**config.mk**
```make
export PLATFORM = sky130hd
export DESIGN_NAME = demux2_16b_hs
export DESIGN_NICKNAME = d
export VERILOG_FILES = /design/src/rtl/demux2_16b_hs.sv
export SDC_FILE = /design/constraint.sdc
export NUM_CORES = 1
export LEC_CHECK = 0
export ABC_AREA = 1
export ABC_CLOCK_PERIOD_IN_PS = 3000
export CAP_MARGIN = 0
export CORE_MARGIN = 4
export CORE_UTILIZATION = 35
export DETAILED_ROUTE_END_ITERATION = 12
export PLACE_DENSITY = 0.69
export SYNTH_ARGS = -nofsm -noshare
export SYNTH_HDL_FRONTEND = slang
export SYNTH_SLANG_ARGS = --single-unit
```
**constraint.sdc**
```tcl
create_clock -name clk -period 3 [get_ports clk]
set_clock_uncertainty 0.2 [all_clocks]
set_input_delay 0.6 -clock clk [delete_from_list [all_inputs] [get_ports clk]]
set_output_delay 0.6 -clock clk [all_outputs]
set_load 0.03 [all_outputs]
```
**src/rtl/demux2_16b_hs.sv**
```systemverilog
// demux2_16b_hs: registered 1-to-2 valid/ready steering with per-destination delivered-word counters
// Ports: clk, reset (sync, active-high); in_valid/in_data/in_sel/in_ready producer side;
//        a_valid/a_data/a_ready and b_valid/b_data/b_ready consumer sides; a_count/b_count delivered words.
module demux2_16b_hs #(
  parameter int WIDTH = 16,
  parameter int CNT_W = 8
) (
  input  logic             clk,
  input  logic             reset,
  input  logic             in_valid,
  input  logic [WIDTH-1:0] in_data,
  input  logic             in_sel,
  output logic             in_ready,
  output logic             a_valid,
  output logic [WIDTH-1:0] a_data,
  input  logic             a_ready,
  output logic             b_valid,
  output logic [WIDTH-1:0] b_data,
  input  logic             b_ready,
  output logic [CNT_W-1:0] a_count,
  output logic [CNT_W-1:0] b_count
);
  logic             r_a_valid, r_b_valid;
  logic [WIDTH-1:0] r_a_data, r_b_data;
  logic [CNT_W-1:0] r_a_count, r_b_count;
  logic             w_free_a, w_free_b, w_acc_a, w_acc_b, w_hs_a, w_hs_b;
  // a register is free when empty or being drained this cycle, allowing back-to-back reloads
  assign w_free_a = !r_a_valid || a_ready;
  assign w_free_b = !r_b_valid || b_ready;
  assign in_ready = !reset && (in_sel ? w_free_b : w_free_a);
  assign w_acc_a  = in_valid && in_ready && !in_sel;
  assign w_acc_b  = in_valid && in_ready && in_sel;
  assign w_hs_a   = r_a_valid && a_ready;
  assign w_hs_b   = r_b_valid && b_ready;
  always_ff @(posedge clk) begin
    if (reset) begin
      r_a_valid <= 1'b0;
      r_b_valid <= 1'b0;
      r_a_data  <= '0;
      r_b_data  <= '0;
      r_a_count <= '0;
      r_b_count <= '0;
    end else begin
      if (w_acc_a) r_a_data <= in_data;
      if (w_acc_b) r_b_data <= in_data;
      r_a_valid <= w_acc_a || (r_a_valid && !a_ready);
      r_b_valid <= w_acc_b || (r_b_valid && !b_ready);
      if (w_hs_a) r_a_count <= r_a_count + 1'b1;
      if (w_hs_b) r_b_count <= r_b_count + 1'b1;
    end
  end
  assign a_valid = r_a_valid;
  assign b_valid = r_b_valid;
  assign a_data  = r_a_data;
  assign b_data  = r_b_data;
  assign a_count = r_a_count;
  assign b_count = r_b_count;
endmodule

```
* Word-level counts from Yosys, hierarchy flattened *
Cells that the tools add are included.

cells by class
  $add $sub $neg = 2
  mux-type cells = 1
  reductions and logical operators = 18

operators by type and width
  cell                 count
  $add 8x1->8 const B  2
  $logic_and 1x1->1    8
  $logic_not 1->1      6
  $logic_or 1x1->1     4
  $mux 1               1

storage, ports and cells
  bits in registers = 50
  bits of input ports = 22
  output and inout bits = 51
  logic and storage cells = 27

* Longest topological paths before layout *
Gate-level depths: netlist of the first run.

  depth in word-level cells = 7
  depth in mapped cells = 8
  mapped depth without buffers = 7

* Worst setup path before layout of the first run *
No wires, ideal clock.

  path kind = input -> output
  from = input port b_ready
  to = output port in_ready
  arrival = 1.214 ns
  data required time = 2.200 ns
  setup slack = 0.986 ns
  stages on the path = 5
  path buffers = 1
  path through = inv_1 -> nand3_1 -> nand2_1 -> nor2_2 -> buf_4

between the ends
  longest elaborated chain between the ends = 3

RTL lines
  element            RTL line  RTL
  start, declared    19        input logic b_ready,
  $logic_or 1x1->1   29        assign w_free_b = !r_b_valid || b_ready;
  $mux 1             30        assign in_ready = !reset && (in_sel ? w_free_b : w_free_a);
  $logic_and 1x1->1  30
  end, declared      13        output logic in_ready,

Every way passes these cells.

* Worst setup path in the final report of the first run *
  from = input port in_sel
  to = output port in_ready

between the ends
  longest elaborated chain between the ends = 2

RTL lines
  element            RTL line  RTL
  start, declared    12        input logic in_sel,
  $mux 1             30
  $logic_and 1x1->1  30

Every way passes these cells.

==> key figures, run 1 <==
Clocking
  – Clock sink total: 50
  – Clock Latency Late Sink: 300 ps
  – H-Tree Depth: 2
  – Clock Path Buffers: 2
  – # hold bufs at CTS: 0
  – Post-CTS Setup Bufs: 0
  – Num CTS Buffers: 5
  – Worst-path clk slew: 90 ps
  – Clock tree from TritonCTS: built
  – CTS root buf: clkbuf_8
  – Post-CTS Resized: 0

Cells and area
  – Filler Cell Count: 561
  – Final instance area: 2980 µm²
  – ANT cells: 0
  – Share of cells above drive strength 1: 5.18%
  – Synth-to-layout area growth: 42.4%
  – Nets@finish: 390
  – Multi-input logic area: 885 µm²
  – FF/Latch Area: 1000 µm²

Placement
  – Placer Congestion: 0.895
  – IO buf count: 72
  – HPWL after DPL: 3.90 mm
  – Place WS: 483 ps
  – Post-placement cell area: 2870 µm²

Global route
  – Initial antenna violation count: 0
  – Pin count of the biggest net entering global routing: 34
  – Vias in the first global route: 1820
  – Congestion Overflow GR: 0
  – Gr usage total: 14.8%
  – First-pass GRT wire length: 8.71 mm

Worst setup path
  – CP arrival: 1720 ps
  – Startpoint types: input port
  – Reg2Reg Depth: 6
  – Crit Reg-Reg Endpoint: b_count[4]
  – WS Path Type: input port to primary output
  – R2r startpoint: b_count[0]
  – Crit path capture type: primary output
  – Max FO, Critical Path: 5
  – Flop-to-flop setup slack: 1480 ps
  – CP required: 2200 ps

Synthesis
  – Main flop type after synthesis: dfxtp_1
  – Synth top cells by count: 86 x nor2_1, 50 x dfxtp_1, 39 x nand2_1
  – Register area share after synthesis: 47.8%
  – Post-synth ARST share: 0%
  – Syn Nets: 319
  – Library cells used by synthesis: 21
  – Most common cell in the netlist: nor2_1
  – Mapped cell area: 2100 µm²
  – Synth area leader: dfxtp_1
  – Yosys top cell area share: 47.8%
  – Mapped Cells: 295
  – Syn_area_per_cell: 7.10 µm²
  – Synthesized flop and latch total: 50
  – Synth warn: 0
  – Synth area leaders: dfxtp_1 48%, nor2_1 15%, nand2_1 7.0%
  – Post-synth EDFFs: 0

STA
  – RSZ-0062 raised after global routing: false
  – Max Clk Rate: 397 MHz
  – Final Hold Viols: 0
  – Final setup vio count: 0
  – Fin. max-slew vios: 0
  – Final WS setup: 481 ps
  – Worst slew pin tran: 395 ps
  – Setup TNS: 0 ps
  – Fin crit period: 2520 ps
  – Slew headroom: 73.6%
  – Final period util: 84.0%

Drt
  – Antenna Violating Nets Remaining: 0
  – Via count: 1948
  – Vias per inst: 4.44
  – Drt pass-1 iters: 5
  – DRC viols: 0
  – Iter 0 DRT Violations: 121
  – WL/cell: 11.8 µm
  – Final wirelength: 5.19 mm

Worst hold path
  – Worst min path class: flop to flop
  – End of the worst hold path: b_count[6]
  – Hold path depth: 2
  – Hold Crit Start: b_count[6]

Power and ir drop
  – Power share of the combinational group: 14.9%
  – Sequential Power Share: 51.5%
  – Leak: 1.24 nW
  – Clock power frac: 33.6%
  – Sw frac: 25.8%
  – IR drop worst, VDD: 198 µV
  – Internal power: 1.00 mW
  – PD cells: 453 nW/µm²
  – Sw Pwr: 0.348 mW

Floorplan
  – Row count: 27
  – Core area: 5640 µm²
  – Die Height: 85.4 µm
  – DIE AREA: 7290 µm²
  – IO Pins: 73
  – Die Width: 85.4 µm
  – Initial Utilization: 37.1%

Job
  – Max_cap viols: 0

Run status
  – Outcome: complete, no violations
[cells by family (layout without fill, tap and decap cells)]
family | after synthesis | in the layout | synth area share [%]
compound gates | 31 | 31 | 7.52
xor+xnor | 2 | 2 | 0.836
fa+ha+maj | 2 | 2 | 1.19
flops | 50 | 50 | 47.8
simple gates | 159 | 159 | 32.7
buf+inv | 51 | 123 | 10.0
[layout make-up]
class                   instances  area share, %
clock buffers                   8           3.69
inverters                      38           4.78
multi-input cells             194           29.6
flip-flops and latches         50           33.5
well taps                      72           3.02
repair buffers                 77           25.3
[how the worst max path moves through the flow]
stage	from	end	slack (ps)	cells past startpoint
2_1_floorplan	b_ready	in_ready	990	5
4_1_cts	in_sel	in_ready	480	5
6_report	in_sel	in_ready	480	5
5_1_grt	in_sel	in_ready	430	5
3_3_place_gp	in_sel	in_ready	490	5
3_5_place_dp	in_sel	in_ready	480	5
[flip-flops by register name (all words and copies together) (netlist names)]
register,cells
b_data,16
b_valid,1
a_data,16
a_valid,1
b_count,8
a_count,8
[power by group through the flow]
stage	Sequential, mW	Combinational (mW)	Clock, mW
after global routing	0.699	0.221	0.486
after detailed placement	0.712	0.202	0
after floorplan	0.752	0.0739	0
after CTS	0.696	0.202	0.465
final	0.696	0.201	0.454
after global placement	0.711	0.201	0
[cells in the final DEF (no fill, tap or decap), types with 2 or more instances in the layout]
| master | n |
|---|---|
| dfxtp_1 | 50 |
| buf_4 | 6 |
| a21oi_1 | 23 |
| nand2_1 | 39 |
| nor3_1 | 4 |
| ha_1 | 2 |
| inv_1 | 37 |
| nor2_1 | 86 |
| nand4_1 | 20 |
| clkbuf_8 | 8 |
| o21ai_0 | 7 |
| xor2_1 | 2 |
| clkdlybuf4s50_1 | 71 |
| nand3_1 | 6 |
[per-stage QoR]
stage	total power, mW	utilization [%]	cells	hold slack, ps
after global routing	1.41	52.9	439	300
after global placement	0.912	50.9	431	261
after floorplan	0.826	-	295	387
final	1.35	52.9	439	278
after CTS	1.36	52.9	439	278
after detailed placement	0.914	50.9	431	263
[worst max-delay path, cell delays in order]
cell             delay [ps]
clkdlybuf4s50_1         520
nand3_1                 190
nand2_1                  80
nor2_2                  150
buf_4                   190
[layer usage]
| layer | track usage, % | up-vias | routed length [µm] |
|---|---|---|---|
| met2 | 23.0 | 41 | 2280 |
| met5 | 0 | - | 0 |
| met4 | 7.63 | 0 | 149 |
| met1 | 19.3 | 825 | 2550 |
| met3 | 3.01 | 12 | 210 |
| li1 | - | 1070 | - |
Note: power is estimated with default switching activity, not from simulation.
==> run 2: changes to the inputs <==
Settings changed: ABC_CLOCK_PERIOD_IN_PS 3000 to 2600.
Clock period 3 ns to 2.6 ns, I/O delays scaled along.
==> key figures, run 2 (synthesis results as in run 1) <==
STA
  – Fin. max-slew vios: 0 (unchanged)
  – Final WS setup: 227 ps (-254 ps)
  – RSZ-0062 raised after global routing: false
  – Final setup vio count: 0 (unchanged)
  – Slew headroom: 75.0% (+1.4 points)
  – Setup TNS: 0 ps (unchanged)
  – Worst slew pin tran: 374 ps (-21.0 ps)
  – Final Hold Viols: 0 (unchanged)
  – Fin crit period: 2370 ps
  – Final period util: 91.3%
  – Max Clk Rate: 421 MHz

Cells and area
  – Final instance area: 2970 µm² (-0.63%)
  – Most frequent cells in the layout: 86 x nor2_1, 71 x clkdlybuf4s50_1, 50 x dfxtp_1
  – Fin util: 52.6% (-0.33 points)
  – Share of cells above drive strength 1: 4.90% (-0.27 points)
  – ANT cells: 0 (unchanged)
  – Filler Cell Count: 560 (-0.18%)
  – Synth-to-layout area growth: 41.5%
  – Nets@finish: 390 (unchanged)
  – Commonest non-fill, non-tap cell in the layout: nor2_1

Placement
  – Placer Congestion: 0.884 (-1.2%)
  – Post-placement cell area: 2870 µm² (unchanged)
  – HPWL after DPL: 4.01 mm (+2.8%)
  – IO buf count: 72 (unchanged)
  – Place WS: 215 ps (-268 ps)

Power and ir drop
  – PD cells: 506 nW/µm² (+12%)
  – IR drop worst, VDD: 218 µV (+10%)
  – Leak: 1.23 nW (-0.75%)

Clocking
  – # hold bufs at CTS: 0 (unchanged)
  – Worst-path clk slew: 90 ps (about the same)
  – Clock tree from TritonCTS: built
  – Clock Path Buffers: 2 (unchanged)
  – Clock Latency Late Sink: 300 ps (about the same)
  – Post-CTS Setup Bufs: 0 (unchanged)
  – Num CTS Buffers: 5 (unchanged)
  – H-Tree Depth: 2 (unchanged)
  – Clock sink total: 50 (unchanged)
  – Post-CTS Resized: 0 (unchanged)
  – CTS root buf: clkbuf_8

Drt
  – Drt pass-1 iters: 6 (+1)
  – Vias per inst: 4.52 (+1.8%)
  – Iter 0 DRT Violations: 86 (-29%)
  – Final wirelength: 5.26 mm (+1.3%)
  – Antenna Violating Nets Remaining: 0 (unchanged)
  – DRC viols: 0 (unchanged)
  – Via count: 1983 (+1.8%)
  – WL/cell: 12.0 µm (+1.3%)

Global route
  – Vias in the first global route: 1759 (-3.4%)
  – First-pass GRT wire length: 8.40 mm (-3.6%)
  – Congestion Overflow GR: 0 (unchanged)
  – Gr usage total: 14.3% (-0.45 points)
  – Pin count of the biggest net entering global routing: 34 (unchanged)
  – Initial antenna violation count: 0 (unchanged)

Floorplan
  – Die Width: 85.4 µm (unchanged)
  – Core area: 5640 µm² (unchanged)
  – Die Height: 85.4 µm (unchanged)
  – Initial Utilization: 37.1% (unchanged)
  – Row count: 27 (unchanged)
  – DIE AREA: 7290 µm² (unchanged)
  – IO Pins: 73 (unchanged)

Worst setup path
  – Crit Reg-Reg Endpoint: b_count[4]
  – WP buf/inv: 2 (unchanged)
  – CP peak stage delay: 530 ps (about the same)
  – Flop-to-flop setup slack: 1080 ps (-400 ps)
  – R2r startpoint: b_count[1]
  – CP cell instances: clkdlybuf4s50_1 -> nand3_1 -> nand2_1 -> nor2_2 -> buf_4
  – Top delay family on crit path: buffers and inverters
  – CP arrival: 1650 ps (-70 ps)
  – CP max-delay cell: clkdlybuf4s50_1
  – Startpoint types: input port
  – WS Path Type: input port to primary output
  – CP required: 1880 ps (-320 ps)
  – Reg2Reg Depth: 6 (unchanged)
  – Crit path capture type: primary output
  – Max FO, Critical Path: 5 (unchanged)

Run status
  – Outcome: complete, no violations

Worst hold path
  – End of the worst hold path: b_count[6]
  – Hold Crit Start: b_count[6]
  – Worst min path class: flop to flop
  – Hold path depth: 2 (unchanged)

Job
  – Max_cap viols: 0 (unchanged)
## run 2: report_power, final
| group | internal (mW) | switching [mW] | leakage, nW |
|---|---|---|---|
| clock network | 0.215 | 0.250 | 0.0482 |
| logic | 0.0987 | 0.134 | 0.781 |
| registers | 0.789 | 0.0141 | 0.406 |
| total | 1.10 | 0.398 | 1.23 |
## run 2: cell type report
cell class              instances  area (µm²)  share of cell area (%)
clock buffers                   7        86.3                    2.91
clock inverters                 1        5.00                   0.169
inverters                      38         143                    4.81
multi-input cells             194         885                    29.8
flip-flops and latches         50        1000                    33.8
well taps                      72        90.1                    3.04
repair buffers                 77         756                    25.5
## run 2: how the worst max path moves through the flow
stage	startpoint	endpoint	slack [ps]	cells past startpoint
2_1_floorplan	b_ready	in_ready	750	5
3_3_place_gp	in_sel	in_ready	200	5
3_5_place_dp	in_sel	in_ready	210	5
4_1_cts	in_sel	in_ready	210	5
5_1_grt	in_sel	in_ready	160	5
6_report	in_sel	in_ready	230	5
## run 2: per-layer routing
layer,vias up,wire [µm],GRT usage [%],share of wire [%]
met5,-,0,0,0
met4,0,90,6.04,1.7
met3,8,246,3.50,4.7
met2,46,2470,22.7,47
met1,858,2450,18.5,47
li1,1071,-,-,-
## run 2: through the flow
step | hold WS [ps] | total power, mW | cells
finish | 284 | 1.50 | 439
global placement | 265 | 1.05 | 431
global route | 301 | 1.57 | 439
CTS | 286 | 1.52 | 439
floorplan | 387 | 0.953 | 295
detailed placement | 274 | 1.06 | 431
## run 2: tightest hold or removal path, delay by kind of cell, from the launching register on
kind	cells	cell delay, ps
AOI/OAI and AO/OA	1	50
buffers and inverters	1	60
DFF	1	340
